### src/rtl/spi_bridge_regbank_if.sv
`default_nettype none
// ============================================================================
// Interface : spi_bridge_regbank_if
// Purpose   : I2C-side register strobe bus plus SPI pins for spi_bridge_regbank
// Revision  : 1.0 - initial release
// ============================================================================
interface spi_bridge_regbank_if;
  logic       sram_cs;
  logic       sram_rw;
  logic [3:0] sram_addr;
  logic [7:0] sram_idata;
  logic [7:0] sram_odata;
  logic       spi_cs_n;
  logic       spi_sclk;
  logic       spi_mosi;
  logic       spi_miso;

  // master drives the register bus and plays the SPI device (miso)
  modport master (
    output sram_cs, sram_rw, sram_addr, sram_idata, spi_miso,
    input  sram_odata, spi_cs_n, spi_sclk, spi_mosi
  );

  modport slave (
    input  sram_cs, sram_rw, sram_addr, sram_idata, spi_miso,
    output sram_odata, spi_cs_n, spi_sclk, spi_mosi
  );
endinterface
`default_nettype wire

### src/rtl/spi_bridge_regbank.sv
`default_nettype none
// ============================================================================
// Module   : spi_bridge_regbank
// Purpose  : 16-entry register bank behind an I2C slave, driving a mode-0
//            SPI master that shifts TXBUF out and captures into RXBUF
// Revision : 1.0 - initial release
// ============================================================================
module spi_bridge_regbank #(
  parameter logic [7:0] DIV_RST = 8'd4,
  parameter int         MAX_LEN = 8
) (
  input  wire logic           i_ck,
  input  wire logic           i_rst,
  spi_bridge_regbank_if.slave bus
);

  typedef enum logic [2:0] {
    IDLE     = 3'd0,
    SETUP    = 3'd1,
    SHIFT_LO = 3'd2,
    SHIFT_HI = 3'd3,
    HOLD     = 3'd4,
    FIN      = 3'd5
  } state_t;

  localparam logic [3:0] c_max_len = (MAX_LEN >= 15) ? 4'd15 : 4'(MAX_LEN);

  state_t     r_state, w_state_nxt;
  logic [7:0] r_txbuf [8];
  logic [7:0] r_rxbuf [4];
  logic [3:0] r_len;
  logic [7:0] r_div;
  logic       r_done, r_lenerr, r_ovr;
  logic [7:0] r_odata;

  logic [7:0] r_tcnt, w_tcnt_nxt;
  logic [7:0] r_div_lat, w_div_lat_nxt;
  logic [2:0] r_bit, w_bit_nxt;
  logic [3:0] r_byte, w_byte_nxt;
  logic [3:0] r_last, w_last_nxt;
  logic [7:0] r_tx, w_tx_nxt;
  logic [7:0] r_rx, w_rx_nxt;
  logic       r_sclk, r_cs_n;
  logic       w_rx_wr;

  logic       w_wr, w_rd, w_busy, w_tend;
  logic       w_start_req, w_start, w_lenerr_set;
  logic       w_cfg_wr, w_ovr_set, w_stat_wr;
  logic [3:0] w_len_eff, w_byte_inc;
  logic [7:0] w_rx_byte, w_rd_data;

  // ---------------------------------------------------------------- decode
  assign w_wr         = !bus.sram_cs && !bus.sram_rw;
  assign w_rd         = !bus.sram_cs &&  bus.sram_rw;
  assign w_busy       = (r_state != IDLE) && (r_state != FIN);
  assign w_start_req  = w_wr && (bus.sram_addr == 4'hE) && bus.sram_idata[0];
  assign w_start      = w_start_req && !w_busy && (r_len != 4'd0);
  assign w_lenerr_set = w_start_req && !w_busy && (r_len == 4'd0);
  assign w_cfg_wr     = w_wr && (!bus.sram_addr[3] || (bus.sram_addr == 4'hC) ||
                                 (bus.sram_addr == 4'hD));
  assign w_ovr_set    = w_cfg_wr && w_busy;
  assign w_stat_wr    = w_wr && (bus.sram_addr == 4'hF);
  assign w_len_eff    = (r_len > c_max_len) ? c_max_len : r_len;
  assign w_tend       = (r_tcnt == r_div_lat);
  assign w_byte_inc   = r_byte + 4'd1;
  // MISO enters the shift register on the first cycle of each high phase
  assign w_rx_byte    = (r_tcnt == 8'd0) ? {r_rx[6:0], bus.spi_miso} : r_rx;

  // ------------------------------------------------------------ FSM state
  always_ff @(posedge i_ck) begin
    if (i_rst) begin
      r_state   <= IDLE;
      r_tcnt    <= 8'd0;
      r_div_lat <= 8'd0;
      r_bit     <= 3'd0;
      r_byte    <= 4'd0;
      r_last    <= 4'd0;
      r_tx      <= 8'd0;
      r_rx      <= 8'd0;
      r_sclk    <= 1'b0;
      r_cs_n    <= 1'b1;
    end else begin
      r_state   <= w_state_nxt;
      r_tcnt    <= w_tcnt_nxt;
      r_div_lat <= w_div_lat_nxt;
      r_bit     <= w_bit_nxt;
      r_byte    <= w_byte_nxt;
      r_last    <= w_last_nxt;
      r_tx      <= w_tx_nxt;
      r_rx      <= w_rx_nxt;
      r_sclk    <= (w_state_nxt == SHIFT_HI);
      r_cs_n    <= (w_state_nxt == IDLE) || (w_state_nxt == FIN);
    end
  end

  // ------------------------------------------------------- FSM next state
  always_comb begin
    w_state_nxt   = r_state;
    w_tcnt_nxt    = w_tend ? 8'd0 : r_tcnt + 8'd1;
    w_div_lat_nxt = r_div_lat;
    w_bit_nxt     = r_bit;
    w_byte_nxt    = r_byte;
    w_last_nxt    = r_last;
    w_tx_nxt      = r_tx;
    w_rx_nxt      = r_rx;
    w_rx_wr       = 1'b0;
    case (r_state)
      // BUSY is already low in FIN, so a START landing there is honoured
      IDLE, FIN: begin
        w_state_nxt = IDLE;
        w_tcnt_nxt  = 8'd0;
        w_tx_nxt    = 8'd0;
        if (w_start) begin
          w_state_nxt   = SETUP;
          w_div_lat_nxt = r_div;
          w_bit_nxt     = 3'd7;
          w_byte_nxt    = 4'd0;
          w_last_nxt    = w_len_eff - 4'd1;
          w_tx_nxt      = r_txbuf[0];
        end
      end
      SETUP: begin
        if (w_tend) w_state_nxt = SHIFT_HI;
      end
      SHIFT_HI: begin
        if (r_tcnt == 8'd0) w_rx_nxt = w_rx_byte;
        if (w_tend) begin
          if (r_bit != 3'd0) begin
            w_state_nxt = SHIFT_LO;
            w_bit_nxt   = r_bit - 3'd1;
            w_tx_nxt    = {r_tx[6:0], 1'b0};
          end else begin
            w_rx_wr = (r_byte < 4'd4);
            if (r_byte == r_last) begin
              w_state_nxt = HOLD;
            end else begin
              w_state_nxt = SHIFT_LO;
              w_byte_nxt  = w_byte_inc;
              w_bit_nxt   = 3'd7;
              w_tx_nxt    = r_txbuf[w_byte_inc[2:0]];
            end
          end
        end
      end
      SHIFT_LO: begin
        if (w_tend) w_state_nxt = SHIFT_HI;
      end
      HOLD: begin
        if (w_tend) w_state_nxt = FIN;
      end
      default: w_state_nxt = IDLE;
    endcase
  end

  // --------------------------------------------------------- register bank
  always_ff @(posedge i_ck) begin
    if (i_rst) begin
      for (int i = 0; i < 8; i++) r_txbuf[i] <= 8'd0;
      for (int i = 0; i < 4; i++) r_rxbuf[i] <= 8'd0;
      r_len    <= 4'd0;
      r_div    <= DIV_RST;
      r_done   <= 1'b0;
      r_lenerr <= 1'b0;
      r_ovr    <= 1'b0;
      r_odata  <= 8'd0;
    end else begin
      if (w_wr && !w_busy) begin
        if (!bus.sram_addr[3])        r_txbuf[bus.sram_addr[2:0]] <= bus.sram_idata;
        if (bus.sram_addr == 4'hC)    r_len <= bus.sram_idata[3:0];
        if (bus.sram_addr == 4'hD)    r_div <= bus.sram_idata;
      end
      if (w_rx_wr) r_rxbuf[r_byte[1:0]] <= w_rx_byte;
      // sticky flags: a set in the same cycle as its W1C clear wins
      r_done   <= (r_state == FIN) || (r_done   && !(w_stat_wr && bus.sram_idata[1]));
      r_lenerr <= w_lenerr_set     || (r_lenerr && !(w_stat_wr && bus.sram_idata[2]));
      r_ovr    <= w_ovr_set        || (r_ovr    && !(w_stat_wr && bus.sram_idata[3]));
      if (w_rd) r_odata <= w_rd_data;
    end
  end

  always_comb begin
    w_rd_data = 8'd0;
    case (bus.sram_addr)
      4'h8, 4'h9, 4'hA, 4'hB: w_rd_data = r_rxbuf[bus.sram_addr[1:0]];
      4'hC:                   w_rd_data = {4'd0, r_len};
      4'hD:                   w_rd_data = r_div;
      4'hE:                   w_rd_data = 8'd0;
      4'hF:                   w_rd_data = {4'd0, r_ovr, r_lenerr, r_done, w_busy};
      default:                w_rd_data = r_txbuf[bus.sram_addr[2:0]];
    endcase
  end

  assign bus.sram_odata = r_odata;
  assign bus.spi_cs_n   = r_cs_n;
  assign bus.spi_sclk   = r_sclk;
  assign bus.spi_mosi   = r_tx[7];

endmodule
`default_nettype wire

### src/flat_wrapper.sv
// flat-port wrapper written by rule: the top's interface ports become plain ports
module spi_bridge_regbank_flat 
#(
  parameter logic [7:0] DIV_RST = 8'd4,
  parameter int         MAX_LEN = 8
)
  (i_ck, i_rst, bus_sram_cs, bus_sram_rw, bus_sram_addr, bus_sram_idata, bus_spi_miso, bus_sram_odata, bus_spi_cs_n, bus_spi_sclk, bus_spi_mosi);
  spi_bridge_regbank_if bus_i ();
  input  wire logic i_ck;
  input  wire logic i_rst;
  input wire logic [$bits(bus_i.sram_cs)-1:0] bus_sram_cs;
  input wire logic [$bits(bus_i.sram_rw)-1:0] bus_sram_rw;
  input wire logic [$bits(bus_i.sram_addr)-1:0] bus_sram_addr;
  input wire logic [$bits(bus_i.sram_idata)-1:0] bus_sram_idata;
  input wire logic [$bits(bus_i.spi_miso)-1:0] bus_spi_miso;
  output wire logic [$bits(bus_i.sram_odata)-1:0] bus_sram_odata;
  output wire logic [$bits(bus_i.spi_cs_n)-1:0] bus_spi_cs_n;
  output wire logic [$bits(bus_i.spi_sclk)-1:0] bus_spi_sclk;
  output wire logic [$bits(bus_i.spi_mosi)-1:0] bus_spi_mosi;
  assign bus_i.sram_cs = bus_sram_cs;
  assign bus_i.sram_rw = bus_sram_rw;
  assign bus_i.sram_addr = bus_sram_addr;
  assign bus_i.sram_idata = bus_sram_idata;
  assign bus_i.spi_miso = bus_spi_miso;
  assign bus_sram_odata = bus_i.sram_odata;
  assign bus_spi_cs_n = bus_i.spi_cs_n;
  assign bus_spi_sclk = bus_i.spi_sclk;
  assign bus_spi_mosi = bus_i.spi_mosi;
  spi_bridge_regbank #(.DIV_RST(DIV_RST), .MAX_LEN(MAX_LEN)) u_core (.i_ck(i_ck), .i_rst(i_rst), .bus(bus_i));
endmodule
### config.mk
export PLATFORM = sky130hd
export DESIGN_NAME = spi_bridge_regbank_flat
export DESIGN_NICKNAME = d
export VERILOG_FILES = /design/src/rtl/spi_bridge_regbank_if.sv /design/src/rtl/spi_bridge_regbank.sv /design/src/flat_wrapper.sv
export SDC_FILE = /design/constraint.sdc
export NUM_CORES = 1
export LEC_CHECK = 0
export ABC_AREA = 1
export BUFFER_PORTS_ARGS = -buffer_cell sky130_fd_sc_hd__buf_2
export CELL_PAD_IN_SITES_DETAIL_PLACEMENT = 0
export CELL_PAD_IN_SITES_GLOBAL_PLACEMENT = 2
export CORE_MARGIN = 2
export CORE_UTILIZATION = 38
export CTS_CLUSTER_DIAMETER = 50
export DETAILED_ROUTE_END_ITERATION = 10
export PLACE_DENSITY = 0.91
export SETUP_SLACK_MARGIN = 0.1
export SYNTH_ARGS = -nofsm -noshare
export SYNTH_HDL_FRONTEND = slang
export SYNTH_SLANG_ARGS = --single-unit
### constraint.sdc
create_clock -name i_ck -period 3.15 [get_ports i_ck]
set_input_delay 0.4725 -clock i_ck [delete_from_list [all_inputs] [get_ports i_ck]]
set_output_delay 0.4725 -clock i_ck [all_outputs]
set_load 0.02 [all_outputs]
# Yosys cells after proc, flatten, opt, wreduce, memory -nomap -nowiden
# Memory sizes are Yosys's and may differ from the RTL's.
# Cells that the tools add are included.
op_classes:
  add_sub_neg: 4
  n_mul: 0
  div_mod_pow: 0
  n_lt_le_gt_ge: 2
  eq_ne: 23
  shift: 0
  muxes: 43
  bitwise: 0
  reduce_logical: 52
ops:
  columns: ["cell", "count"]
  rows:
  - ["$mux 8", 7]
  - ["$pmux 8 s5", 1]
  - ["$eq 4x4->1 const B", 8]
  - ["$mux 3", 10]
  - ["$mux 4", 5]
  - ["$logic_and 1x1->1", 18]
  - ["$pmux 8 s2", 1]
  - ["$reduce_or 8->1", 2]
  - ["$mux 1", 15]
  - ["$pmux 3 s4", 1]
  - ["$eq 3x2->1 const B", 3]
  - ["$eq 3x3->1 const B", 3]
  - ["$add 8x1->8 const B", 1]
  - ["$eq 8x8->1", 1]
  - ["$logic_not 8->1", 1]
  - ["$pmux 4 s2", 1]
  - ["$reduce_and 2->1", 4]
  - ["$reduce_or 4->1", 2]
  - ["$logic_not 1->1", 7]
  - ["$logic_not 3->1", 2]
  - ["$logic_or 1x1->1", 6]
  - ["$pmux 3 s2", 1]
  - ["$reduce_bool 3->1", 2]
  - ["$reduce_and 5->1", 1]
  - ["18 further kinds", 21]
word_totals:
  regBits: 71
  latchBits: 0
  mem_bits_rw: 96
  romBits: 0
  memories: 2
memory_table:
  columns: ["name", "words", "word_bits", "rd", "rd_clocked_by_memory_dff", "write_ports", "line", "source"]
  rows:
  - ["u_core.r_txbuf", 8, 8, 3, 0, 8, "spi_bridge_regbank.sv:29", "logic [7:0] r_txbuf [8];"]
  - ["u_core.r_rxbuf", 4, 8, 1, 0, 4, "spi_bridge_regbank.sv:30", "logic [7:0] r_rxbuf [4];"]

# Longest topological paths before layout
# Gate-level depths: netlist (run 1).
logic_depth:
  ltp_word: 10
  mapped_depth: 13
  depth_no_buf: 13

# Worst setup path after synthesis (run 1)
# OpenSTA, ideal clock, no wires.
synth_timing:
  path_kind: "register to register"
  start: "register u_core.r_bit[0]"
  end: "memory u_core.r_rxbuf[3][0] (enable)"
  setup_time_ns: 0.387
  t_arrival_ns: 1.794
  slack_ns: 0.969
  path_stages_with_launch: 9
  n_path_buf: 0
  period_less_slack_ns: 2.181
  path_cell_list: "dfxtp_1 inv_1 ha_1 nand2_1 nor2_8 inv_2 nor3_2 nand2_2 o31ai_1"
synth_lines:
  columns: ["element", "line", "source"]
  rows:
  - ["start, declared", "spi_bridge_regbank.sv:38", "logic [2:0] r_bit, w_bit_nxt;"]
  - ["start signal, assigned", "spi_bridge_regbank.sv:86", "r_bit <= w_bit_nxt;"]
  - ["end, declared", "spi_bridge_regbank.sv:30", null]

==> results.tsv, run 1 <==
stage	metric	value	unit
floorplan	Die Area	23100	sq um
placed_design	Setup WS pre-CTS	0.713	ns
yosys	synth unique cells	41	
cells_and_area	commonest cells after routing, fill and taps aside	nand2_1, nor2_1, edfxtp_1	
hold_path	Hold EP	u_core.r_rx[0]	
hold_path	worst hold stages	3	
pwr	Peak VDD IR	0.406	mV
yosys	Post-Synthesis Cells	1023	
cts	Clk pin slew, worst setup/hold paths	0.07	ns
yosys	Mapped Area	8320	sq um
sta	Slew Limit Fails	0	
critical_path	startpoint types	register	
sta	Final Skew	0.0137	ns
cts	clk_lat worst skew	0.44	ns
critical_path	worst setup path startpoint	u_core.r_bit[0]	
floorplan	core footprint	21700	sq um
sta	Final TNS setup	0	ns
sta	RSZ-0062 raised after global routing	no	
global_routing	initial antenna violation count	0	
cts	Hold-fix buffers, CTS	0	
global_routing	number of global-route vias before repair	6622	
critical_path	Required @ worst endpoint	3.24	ns
floorplan	I/O pins	28	
sta	slew at the pin closest to its max-slew limit	0.635	ns
route	total number of vias	7082	
route	number of remaining DRC errors	0	
global_routing	first-pass GRT wire length	38400	um
cells_and_area	share of post-route cells with drive strength above 1	0.107	
cells_and_area	# diodes	0	
cells_and_area	Final Cell Area	9370	sq um
critical_path	critical path class	register to register	
sta	period utilisation layout	0.753	
sta	Max Clock Freq	422	MHz
floorplan	die width	152	um
sta	final hold vios	0	
cts	Max H-tree Level	4	
floorplan	die height	152	um
run_status	status	finished clean	
route	DRT antenna net count	0	
yosys	Synth top area share	0.346	
cts	Post-CTS Resized	0	
yosys	Syn Nets	1046	
route	Initial DRT Pass Iterations	5	
yosys	Avg Cell Area, Syn	8.14	sq um
yosys	ranking of synthesized cells by area	edfxtp_1, dfxtp_1, nand2_1	
placed_design	DP HPWL	17100	um
placed_design	RD Place Congestion	0.840	
cells_and_area	Area Growth Syn to Fin	12.6	%
global_routing	pin count of the biggest net entering global routing	59	
floorplan	Initial Utilization	0.384	
yosys	cell accounting for the most synthesized area	edfxtp_1	
cts	clk root buf	clkbuf_16	
placed_design	area post-placement	8780	sq um
yosys	synth warn	0	
cts	CTS Buffer Depth	2	
yosys	FF+latch count, synth	167	
critical_path	r2r startpoint	u_core.r_bit[0]	
route	routed len/inst	18.2	um
pwr	leakage power	3.63	nW
critical_path	CP Max Fanout	10	
global_routing	grt total ovfl	0	
sta	Final min period	2.37	ns
sta	Slew headroom	0.575	
job	Max Cap Viol	0	
critical_path	reg2reg path depth	10	
cts	TritonCTS clock tree	yes	
hold_path	Hold WC Path Type	primary input to register	
route	Detailed Route WL	24500	um
hold_path	min-delay src	bus_spi_miso	
cells_and_area	commonest non-fill, non-tap cell in the layout	nand2_1	
yosys	sequential area share after synthesis	0.517	
critical_path	R2R Setup Slk	0.78	ns
critical_path	Worst Path Arrival	2.46	ns
route	DRT iter0 DRCs	676	
critical_path	capture point of the worst reg-to-reg path	u_core.r_rxbuf[1][3]	
critical_path	Worst setup EP type	register	
cts	# Post-CTS Setup Buffers	0	
cts	Inserted Clock Buffers	17	
placed_design	PortBufs	27	
floorplan	Core Rows	54	
pwr	pwr dens	589	nW/um^2
cts	Sink Count	167	
sta	final setup margin	0.779	ns
route	vias per cell	5.27	
sta	final setup violation count	0	
cells_and_area	Nets	1073	
global_routing	global-route usage over all layers	0.215	
## cell type report
type,count,area [sq um]
inverter,95,359
sequential,167,4300
fill,2170,12300
clock inverter,15,165
timing repair buffer,44,275
clock buffer,17,425
multi-input combinational,725,3490
tap,280,350
## power breakdown
part / switching, W / internal [W] / leakage [nW]
logic: 0.000678 / 0.000268 / 1.77
clock network: 0.000934 / 0.00118 / 0.290
registers: 0.0000618 / 0.00240 / 1.57
## through the flow
| stage | instances | power, W | utilization | hold slack (ns) |
|---|---|---|---|---|
| floorplan | 1023 | 0.00312 | - | 0.430 |
| global placement | 1311 | 0.00345 | 0.405 | 0.454 |
| detailed placement | 1311 | 0.00344 | 0.405 | 0.459 |
| CTS | 1343 | 0.00553 | 0.432 | 0.326 |
| global route | 1343 | 0.00574 | 0.432 | 0.391 |
| finish | 1343 | 0.00552 | 0.432 | 0.333 |
## metal layers
metal / wire length, um / GRT usage / vias to the layer above
met5: 0 / 0 / -
met4: 433 / 0.0721 / 0
met3: 1130 / 0.0314 / 32
met2: 12000 / 0.357 / 192
met1: 10900 / 0.288 / 3372
li1: - / - / 3486
## registers in the layout, summed over array words and instances, names as in the netlist
signal,cells
u_core.r_div,8
u_core.r_state,3
u_core.r_done,1
u_core.bus.spi_sclk,1
u_core.bus.spi_cs_n,1
u_core.r_bit,3
u_core.r_div_lat,8
u_core.r_ovr,1
u_core.r_txbuf,64
u_core.r_tx,8
u_core.r_last,4
u_core.r_rx,8
u_core.r_len,4
u_core.r_rxbuf,32
u_core.bus.sram_odata,8
u_core.r_lenerr,1
u_core.r_byte,4
u_core.r_tcnt,8
## synthesized netlist by cell type, drive strengths merged
cell     count
nand2      223
nor2       209
edfxtp      96
o21ai       89
inv         85
dfxtp       71
nand3       54
a21oi       45
o211ai      21
clkbuf      20
a22oi       17
buf         16
nor3        16
nand4       13
clkinv      10
ha           6
o2111ai      5
o22ai        4
xnor2        4
a211oi       3
a41oi        3
nor3b        3
and2         2
nor4         2
or2          2
xor2         2
o221ai       1
o31ai        1
## worst max-delay path by stage
| stage | endpoint | slack (ns) | depth (start not counted) |
|---|---|---|---|
| floorplan | u_core.r_rxbuf[3][0] | 0.97 | 8 |
| global placement | u_core.r_rx[3] | 0.73 | 8 |
| detailed placement | u_core.r_txbuf[0][2] | 0.71 | 7 |
| CTS | u_core.r_rx[0] | 0.73 | 8 |
| global route | u_core.r_rx[1] | 0.45 | 8 |
| finish | u_core.r_rxbuf[1][3] | 0.78 | 10 |
## kinds of logic (layout without fill, tap and decap cells)
group | count (synthesis) | in the layout | synth area share
and+or+nand+nor | 524 | 524 | 0.273
AOI/OAI and AO/OA | 189 | 189 | 0.131
adders and majority gates | 6 | 6 | 0.00902
xor gates and xnor gates | 6 | 6 | 0.00631
DFF | 167 | 167 | 0.517
buffers and inverters | 131 | 171 | 0.0634
## critical path: stages, from the launching register on
cell     delay (ns)
dfxtp_1        0.31
inv_1          0.09
ha_1           0.15
nand2_1        0.16
nor2_8         0.23
inv_2          0.05
nor3_2         0.18
nand2_2        0.13
nor2_4         0.14
nand3_2        0.21
nand2_1        0.38
Note: power is estimated with default switching activity, not from simulation.
==> run 2: changes to the inputs <==
--- a/config.mk
+++ b/config.mk
@@ -5,12 +5,12 @@
 export SDC_FILE = /design/constraint.sdc
 export NUM_CORES = 1
 export LEC_CHECK = 0
-export ABC_AREA = 1
+export ABC_AREA = 0
 export BUFFER_PORTS_ARGS = -buffer_cell sky130_fd_sc_hd__buf_2
 export CELL_PAD_IN_SITES_DETAIL_PLACEMENT = 0
 export CELL_PAD_IN_SITES_GLOBAL_PLACEMENT = 2
 export CORE_MARGIN = 2
-export CORE_UTILIZATION = 38
+export CORE_UTILIZATION = 43
 export CTS_CLUSTER_DIAMETER = 50
 export DETAILED_ROUTE_END_ITERATION = 10
 export PLACE_DENSITY = 0.91
==> constraint.sdc (replaced) <==
create_clock -name i_ck -period 2.2 [get_ports i_ck]
set_input_delay 0.33 -clock i_ck [delete_from_list [all_inputs] [get_ports i_ck]]
set_output_delay 0.33 -clock i_ck [all_outputs]
set_load 0.02 [all_outputs]
==> run 2 against run 1 <==
Net effect:
- clock power rose by 45%
- flip-flop and latch count is the same
- global-route usage is 0.082 points higher
- combinational power decreased by 35%
- via count decreased by 16%
- fmax grew 11%
- synthesized cell count is 31% lower
- highest routed layer unchanged
- design area is 6.3% higher
- sequential share of layout area decreased by 2.6 points
- count of clock-buffer cells in the layout grew 4
- register-to-register slack lost 0.72 ns
- area after synthesis decreased by 1.3%
==> results.tsv, run 2 <==
stage	metric	value	unit	change
floorplan	core footprint	18700	sq um	-14%
cts	Clk pin slew, worst setup/hold paths	0.07	ns	about the same
yosys	xor/xnor share of the synthesized area	0.0224		+0.0161
yosys	Commonest cells post-synth	nor2_1, edfxtp_1, dfxtp_1, and2_1, mux2i_1		
yosys	sequential area share after synthesis	0.524		+0.00693
cts	TritonCTS clock tree	yes		
cells_and_area	share of post-route cells with drive strength above 1	0.298		+0.191
yosys	Compound-Gate Fraction of Synth Area	0.0696		-0.0613
yosys	post-synthesis adder-cell area fraction	0.00914		+0.000121
cells_and_area	# diodes	0		unchanged
yosys	Avg Cell Area, Syn	11.6	sq um	+43%
floorplan	die width	142	um	-6.4%
yosys	most common cell in the netlist	nor2_1		
yosys	FF+latch count, synth	167		unchanged
pwr	Peak VDD IR	0.524	mV	+29%
cts	Inserted Clock Buffers	17		unchanged
cts	clk_lat worst skew	0.43	ns	about the same
global_routing	global-route usage over all layers	0.215		+0.000821
critical_path	critical path class	register to register		
sta	final setup margin	0.0611	ns	-0.718 ns
yosys	Synth Area in Simple Gates	0.183		-0.0906
cells_and_area	commonest non-fill, non-tap cell in the layout	edfxtp_1		
yosys	synth unique cells	57		+39%
route	Detailed Route WL	20800	um	-15%
placed_design	RD Place Congestion	0.861		+2.6%
cells_and_area	final core utilization	0.533		+0.100
yosys	Mapped Area	8210	sq um	-1.3%
sta	Final Skew	0.00802	ns	-0.00567 ns
critical_path	startpoint types	register		
yosys	cell accounting for the most synthesized area	edfxtp_1		
cells_and_area	Largest Register	u_core.r_txbuf		
global_routing	grt total ovfl	0		unchanged
yosys	Syn Nets	730		-30%
cts	CTS Buffer Depth	2		unchanged
yosys	ranking of synthesized cells by area	edfxtp_1, dfxtp_1, mux4_2		
sta	Max Clock Freq	468	MHz	+11%
cts	Max H-tree Level	4		unchanged
floorplan	Die Area	20200	sq um	-12%
cts	Hold-fix buffers, CTS	0		unchanged
cells_and_area	Largest regs	u_core.r_txbuf: 64 flops, u_core.r_rxbuf: 32 flops		
route	number of remaining DRC errors	0		unchanged
route	routed len/inst	20.1	um	+10%
cts	Sink Count	167		unchanged
yosys	synth warn	0		unchanged
cells_and_area	Final Cell Area	9960	sq um	+6.3%
cells_and_area	Area Growth Syn to Fin	21.3	%	
sta	Final min period	2.14	ns	-0.232 ns
sta	Final TNS setup	0	ns	unchanged
sta	Slew headroom	0.706		+0.131
placed_design	Setup WS pre-CTS	-0.189	ns	-0.903 ns
hold_path	Hold WC Path Type	primary input to register		
sta	final hold vios	0		unchanged
placed_design	DP HPWL	15100	um	-12%
yosys	Primary FF master, synth	edfxtp_1		
cells_and_area	max reg flops	64		unchanged
sta	slew at the pin closest to its max-slew limit	0.441	ns	-0.194 ns
global_routing	initial antenna violation count	0		unchanged
cells_and_area	Nets	811		-24%
cells_and_area	commonest cells after routing, fill and taps aside	edfxtp_1, nor2_1, and2_1, buf_4, dfxtp_1		
critical_path	Worst setup EP type	register		
critical_path	Required @ worst endpoint	2.34	ns	-0.90 ns
yosys	mux cell area share after synthesis	0.165		+0.165
route	vias per cell	5.72		+8.5%
yosys	Post-synth ARST share	0		unchanged
job	Max Cap Viol	0		unchanged
placed_design	PortBufs	27		unchanged
cts	clk root buf	clkbuf_16		
floorplan	I/O pins	28		unchanged
placed_design	area post-placement	9020	sq um	+2.7%
sta	RSZ-0062 raised after global routing	yes		
yosys	EDFF count, synth	96		unchanged
yosys	Synth top area share	0.351		+0.00464
sta	Slew Limit Fails	0		unchanged
critical_path	CP Max Fanout	8		-2
critical_path	Worst Path Arrival	2.28	ns	-0.18 ns
floorplan	Core Rows	50		-7.4%
yosys	Post-Synthesis Cells	707		-31%
route	DRT antenna net count	0		unchanged
floorplan	die height	142	um	-6.4%
route	total number of vias	5924		-16%
run_status	status	finished clean		
global_routing	first-pass GRT wire length	32600	um	-15%
sta	final setup violation count	0		unchanged
yosys	largest family of logic cells by synthesized area	simple AND/OR/NAND/NOR gates		
route	DRT iter0 DRCs	469		-31%
global_routing	number of global-route vias before repair	5947		-10%
route	Initial DRT Pass Iterations	5		unchanged
pwr	pwr dens	718	nW/um^2	+22%
floorplan	Initial Utilization	0.439		+0.0553
sta	period utilisation layout	0.972		+0.219
global_routing	pin count of the biggest net entering global routing	37		-37%
pwr	leakage power	3.65	nW	+0.71%
[run 2: changes by cell type after synthesis, sizes merged, moves of 42 or more]
cell / delta
and2: +65
nor2: -109
nand2: -191
mux2i: +42
o21ai: -68
inv: -73
[run 2: path summary, 6_finish.rpt]
path                                           from                   end  slack [ns]  cells past startpoint
worst max register to register  u_core.r_div_lat[7]  u_core.r_rxbuf[2][2]        0.06                      7
worst min register to register     u_core.r_last[3]      u_core.r_last[3]        0.45                      2
worst min-delay path                   bus_spi_miso        u_core.r_rx[0]        0.18                      3
worst max-delay path            u_core.r_div_lat[7]  u_core.r_rxbuf[2][2]        0.06                      7
[run 2: cells by family (layout without fill, tap and decap cells)]
group	count (synthesis)	count (layout)
AOI/OAI and AO/OA	87	87
xor gates and xnor gates	21	21
and+or+nand+nor	289	289
muxes	84	84
adders and majority gates	6	6
DFF	167	167
buffers and inverters	53	147
[run 2: worst max-delay path, cell delays in order (launching register included)]
cell and delay [ns]:
dfxtp_1 0.32, xor2_1 0.17, nor4_2 0.34, and2_1 0.20, nand4b_1 0.12, buf_6 0.15, or3b_4 0.41, nand2b_4 0.15
[run 2: repair_timing]
item | CTS | global route
pin swaps | 4 | 11
gates cloned | 1 | 0
setup endpoints to repair | 68 | 73
gates resized for setup | 13 | 41
hold endpoints to repair | 0 | 0
setup buffers | 5 | 4
[run 2: per-stage QoR]
stage	hold WS [ns]	std cells	total power, W
2_1_floorplan	0.422	707	0.00386
3_3_place_gp	0.435	993	0.00406
3_5_place_dp	0.436	993	0.00408
4_1_cts	0.157	1031	0.00714
5_1_grt	0.206	1035	0.00738
6_report	0.175	1035	0.00715
[run 2: layer usage]
metal	part of all wire	GRT usage	vias up	routed length, um
li1	-	-	2739	-
met1	0.42	0.274	2962	8730
met2	0.50	0.366	199	10500
met3	0.054	0.0441	24	1110
met4	0.022	0.0784	0	467
met5	0	0	-	0
[run 2: where the power goes]
group | switching (W) | leakage (nW) | internal [W]
sequential | 0.0000578 | 1.57 | 0.00340
clock | 0.00125 | 0.305 | 0.00183
combinational | 0.000356 | 1.78 | 0.000261
total | 0.00166 | 3.65 | 0.00549
[run 2: area by class of cell]
class | instances | area (sq um)
multi-input cells | 487 | 3910
clock buffers | 21 | 483
fillers | 1568 | 8740
flip-flops and latches | 167 | 4310
repair buffers | 103 | 786
clock inverters | 11 | 133
well taps | 234 | 293
inverters | 12 | 45.0
==> run 3: changes to the inputs <==
--- a/config.mk
+++ b/config.mk
@@ -13,7 +13,7 @@
 export CORE_UTILIZATION = 43
 export CTS_CLUSTER_DIAMETER = 50
 export DETAILED_ROUTE_END_ITERATION = 10
-export PLACE_DENSITY = 0.91
+export PLACE_DENSITY_LB_ADDON = 0.12
 export SETUP_SLACK_MARGIN = 0.1
 export SYNTH_ARGS = -nofsm -noshare
 export SYNTH_HDL_FRONTEND = slang
==> run 3 against run 2 <==
Net effect:
- the flow now finishes with violations (negative setup slack)
- design area fell by 0.79%
- fmax fell by 6.9%
- critical path type unchanged
- sequential power barely moved
- clock skew fell by 0.00089 ns
- first-iteration DRC count fell by 23%
- via count fell by 2.7%
==> results.tsv, run 3 (synthesized netlist as in run 2, its figures left out) <==
stage	metric	value	unit	change
route	routed len/inst	20.8	um	+3.6%
floorplan	die width	142	um	unchanged
sta	RSZ-0062 raised after global routing	yes		
cells_and_area	Final Cell Area	9880	sq um	-0.79%
cells_and_area	max reg flops	64		unchanged
critical_path	crit path to	u_core.r_rxbuf[0][6]		
global_routing	pin count of the biggest net entering global routing	37		unchanged
placed_design	placed cells	994		+0.10%
critical_path	Worst setup EP type	register		
route	vias per cell	5.59		-2.4%
cts	Sink Count	167		unchanged
cts	CTS Buffer Depth	2		unchanged
sta	final setup violation count	34		+34
sta	Slew headroom	0.663		-0.0431
cells_and_area	commonest cells after routing, fill and taps aside	edfxtp_1, nor2_1, and2_1		
sta	Slew Limit Fails	0		unchanged
route	DRT iter0 DRCs	360		-23%
cells_and_area	Largest Register	u_core.r_txbuf		
cells_and_area	fin cells	1032		-0.29%
pwr	leakage power	3.62	nW	-0.91%
cells_and_area	Nets	808		-0.37%
sta	Final Skew	0.00714	ns	-0.000885 ns
floorplan	Initial Utilization	0.439		unchanged
floorplan	core footprint	18700	sq um	unchanged
critical_path	r2r startpoint	u_core.r_div_lat[7]		
critical_path	Worst Path Arrival	2.44	ns	+0.16 ns
cts	Max H-tree Level	4		unchanged
cts	clk_lat worst skew	0.43	ns	about the same
run_status	status	finished, violations left		
sta	slew at the pin closest to its max-slew limit	0.501	ns	+0.0607 ns
sta	Final min period	2.30	ns	+0.159 ns
placed_design	DP HPWL	15500	um	+2.7%
cells_and_area	commonest non-fill, non-tap cell in the layout	edfxtp_1		
cells_and_area	Area Growth Syn to Fin	20.3	%	
placed_design	area post-placement	9040	sq um	+0.22%
critical_path	critical path class	register to register		
global_routing	grt total ovfl	0		unchanged
critical_path	worst setup path startpoint	u_core.r_div_lat[7]		
route	Initial DRT Pass Iterations	5		unchanged
run_status	failing checks	negative setup slack		
cts	Inserted Clock Buffers	17		unchanged
cts	TritonCTS clock tree	yes		
placed_design	PortBufs	27		unchanged
sta	Hold WS	0.153	ns	-0.0221 ns
critical_path	R2R Setup Slk	-0.1	ns	-0.16 ns
floorplan	Die Area	20200	sq um	unchanged
global_routing	initial antenna violation count	0		unchanged
floorplan	Core Rows	50		unchanged
global_routing	first-pass GRT wire length	33300	um	+2.0%
cts	clk root buf	clkbuf_16		
job	Max Cap Viol	0		unchanged
route	number of remaining DRC errors	0		unchanged
critical_path	startpoint types	register		
critical_path	Required @ worst endpoint	2.34	ns	about the same
global_routing	global-route usage over all layers	0.223		+0.00807
sta	final hold vios	0		unchanged
pwr	Peak VDD IR	0.494	mV	-5.7%
placed_design	RD Place Congestion	0.846		-1.7%
global_routing	number of global-route vias before repair	5830		-2.0%
cts	Clk pin slew, worst setup/hold paths	0.07	ns	about the same
sta	Max Clock Freq	435	MHz	-6.9%
cells_and_area	final core utilization	0.528		-0.00421
cells_and_area	Fillers	1608		+2.6%
critical_path	CP Max Fanout	8		unchanged
floorplan	I/O pins	28		unchanged
sta	period utilisation layout	1.04		+0.0722
pwr	pwr dens	709	nW/um^2	-1.2%
critical_path	capture point of the worst reg-to-reg path	u_core.r_rxbuf[0][6]		
hold_path	Hold WC Path Type	primary input to register		
route	DRT antenna net count	0		unchanged
cells_and_area	share of post-route cells with drive strength above 1	0.291		-0.00765
route	total number of vias	5766		-2.7%
placed_design	Setup WS pre-CTS	-0.145	ns	+0.0443 ns
sta	final setup margin	-0.0977	ns	-0.159 ns
cells_and_area	Largest regs	u_core.r_txbuf: 64 flops, u_core.r_rxbuf: 32 flops		
cells_and_area	# diodes	0		unchanged
cts	Hold-fix buffers, CTS	0		unchanged
route	Detailed Route WL	21400	um	+3.3%
floorplan	die height	142	um	unchanged
critical_path	reg2reg path depth	7		unchanged
## run 3: cell count changes in the layout (fill, tap and decap cells not counted), moves of 3 or more
cell,change
a211oi_2,-3
nor2_4,+5
inv_8,+5
mux2i_1,+4
a211oi_1,+3
mux2i_2,-3
buf_6,-3
nor2_2,-7
## run 3: stage by stage
step	setup TNS (ns)	power [W]
2_1_floorplan	0	0.00386
3_3_place_gp	-1.47	0.00409
3_5_place_dp	-2.50	0.00410
4_1_cts	-2.32	0.00703
5_1_grt	-5.37	0.00724
6_report	-1.80	0.00701
## run 3: cell type report
cell class / count / area, sq um / share of cell area
inverters: 12 / 45.0 / 0.00456
flip-flops and latches: 167 / 4310 / 0.436
multi-input cells: 487 / 3880 / 0.393
repair buffers: 100 / 769 / 0.0779
clock inverters: 14 / 126 / 0.0128
clock buffers: 18 / 450 / 0.0456
well taps: 234 / 293 / 0.0296
## run 3: how the worst min path moves through the flow
stage | startpoint | end | slack (ns) | cells after the start
after global placement | u_core.r_last[3] | u_core.r_last[3] | 0.44 | 2
after CTS | bus_spi_miso | u_core.r_rx[0] | 0.15 | 3
final | bus_spi_miso | u_core.r_rx[0] | 0.15 | 3
after global routing | bus_spi_miso | u_core.r_rx[0] | 0.17 | 3
after floorplan | u_core.r_last[3] | u_core.r_last[3] | 0.42 | 2
after detailed placement | u_core.r_last[3] | u_core.r_last[3] | 0.44 | 2
## run 3: power by group
group          internal (W)  switching, W  total, W
Sequential          0.00339     0.0000545   0.00345
Combinational      0.000251      0.000357  0.000608
Clock               0.00157       0.00138   0.00295
## run 3: per-layer routing
layer  up-vias  track usage  wire length (um)  share of wire
li1       2735            -                 -              -
met1      2854        0.297              9300           0.43
met2       153        0.370             10600           0.50
met3        24       0.0515              1160          0.054
met4         0       0.0605               372          0.017
met5         -            0                 0              0
## run 3: critical path, cell delays in order (launching register included)
cell,delay [ns]
dfxtp_2,0.32
xor2_1,0.16
nor4_2,0.34
and2_1,0.20
nand4b_1,0.26
buf_4,0.24
or3_4,0.35
nand2b_4,0.14
## run 3: repair_timing
item,4_1_cts,5_1_grt
hold endpoints to repair,0,0
endpoints found under the setup margin,57,71
pin swaps,5,10
setup buffers,3,2
gates resized for setup,19,29
cloned,1,0
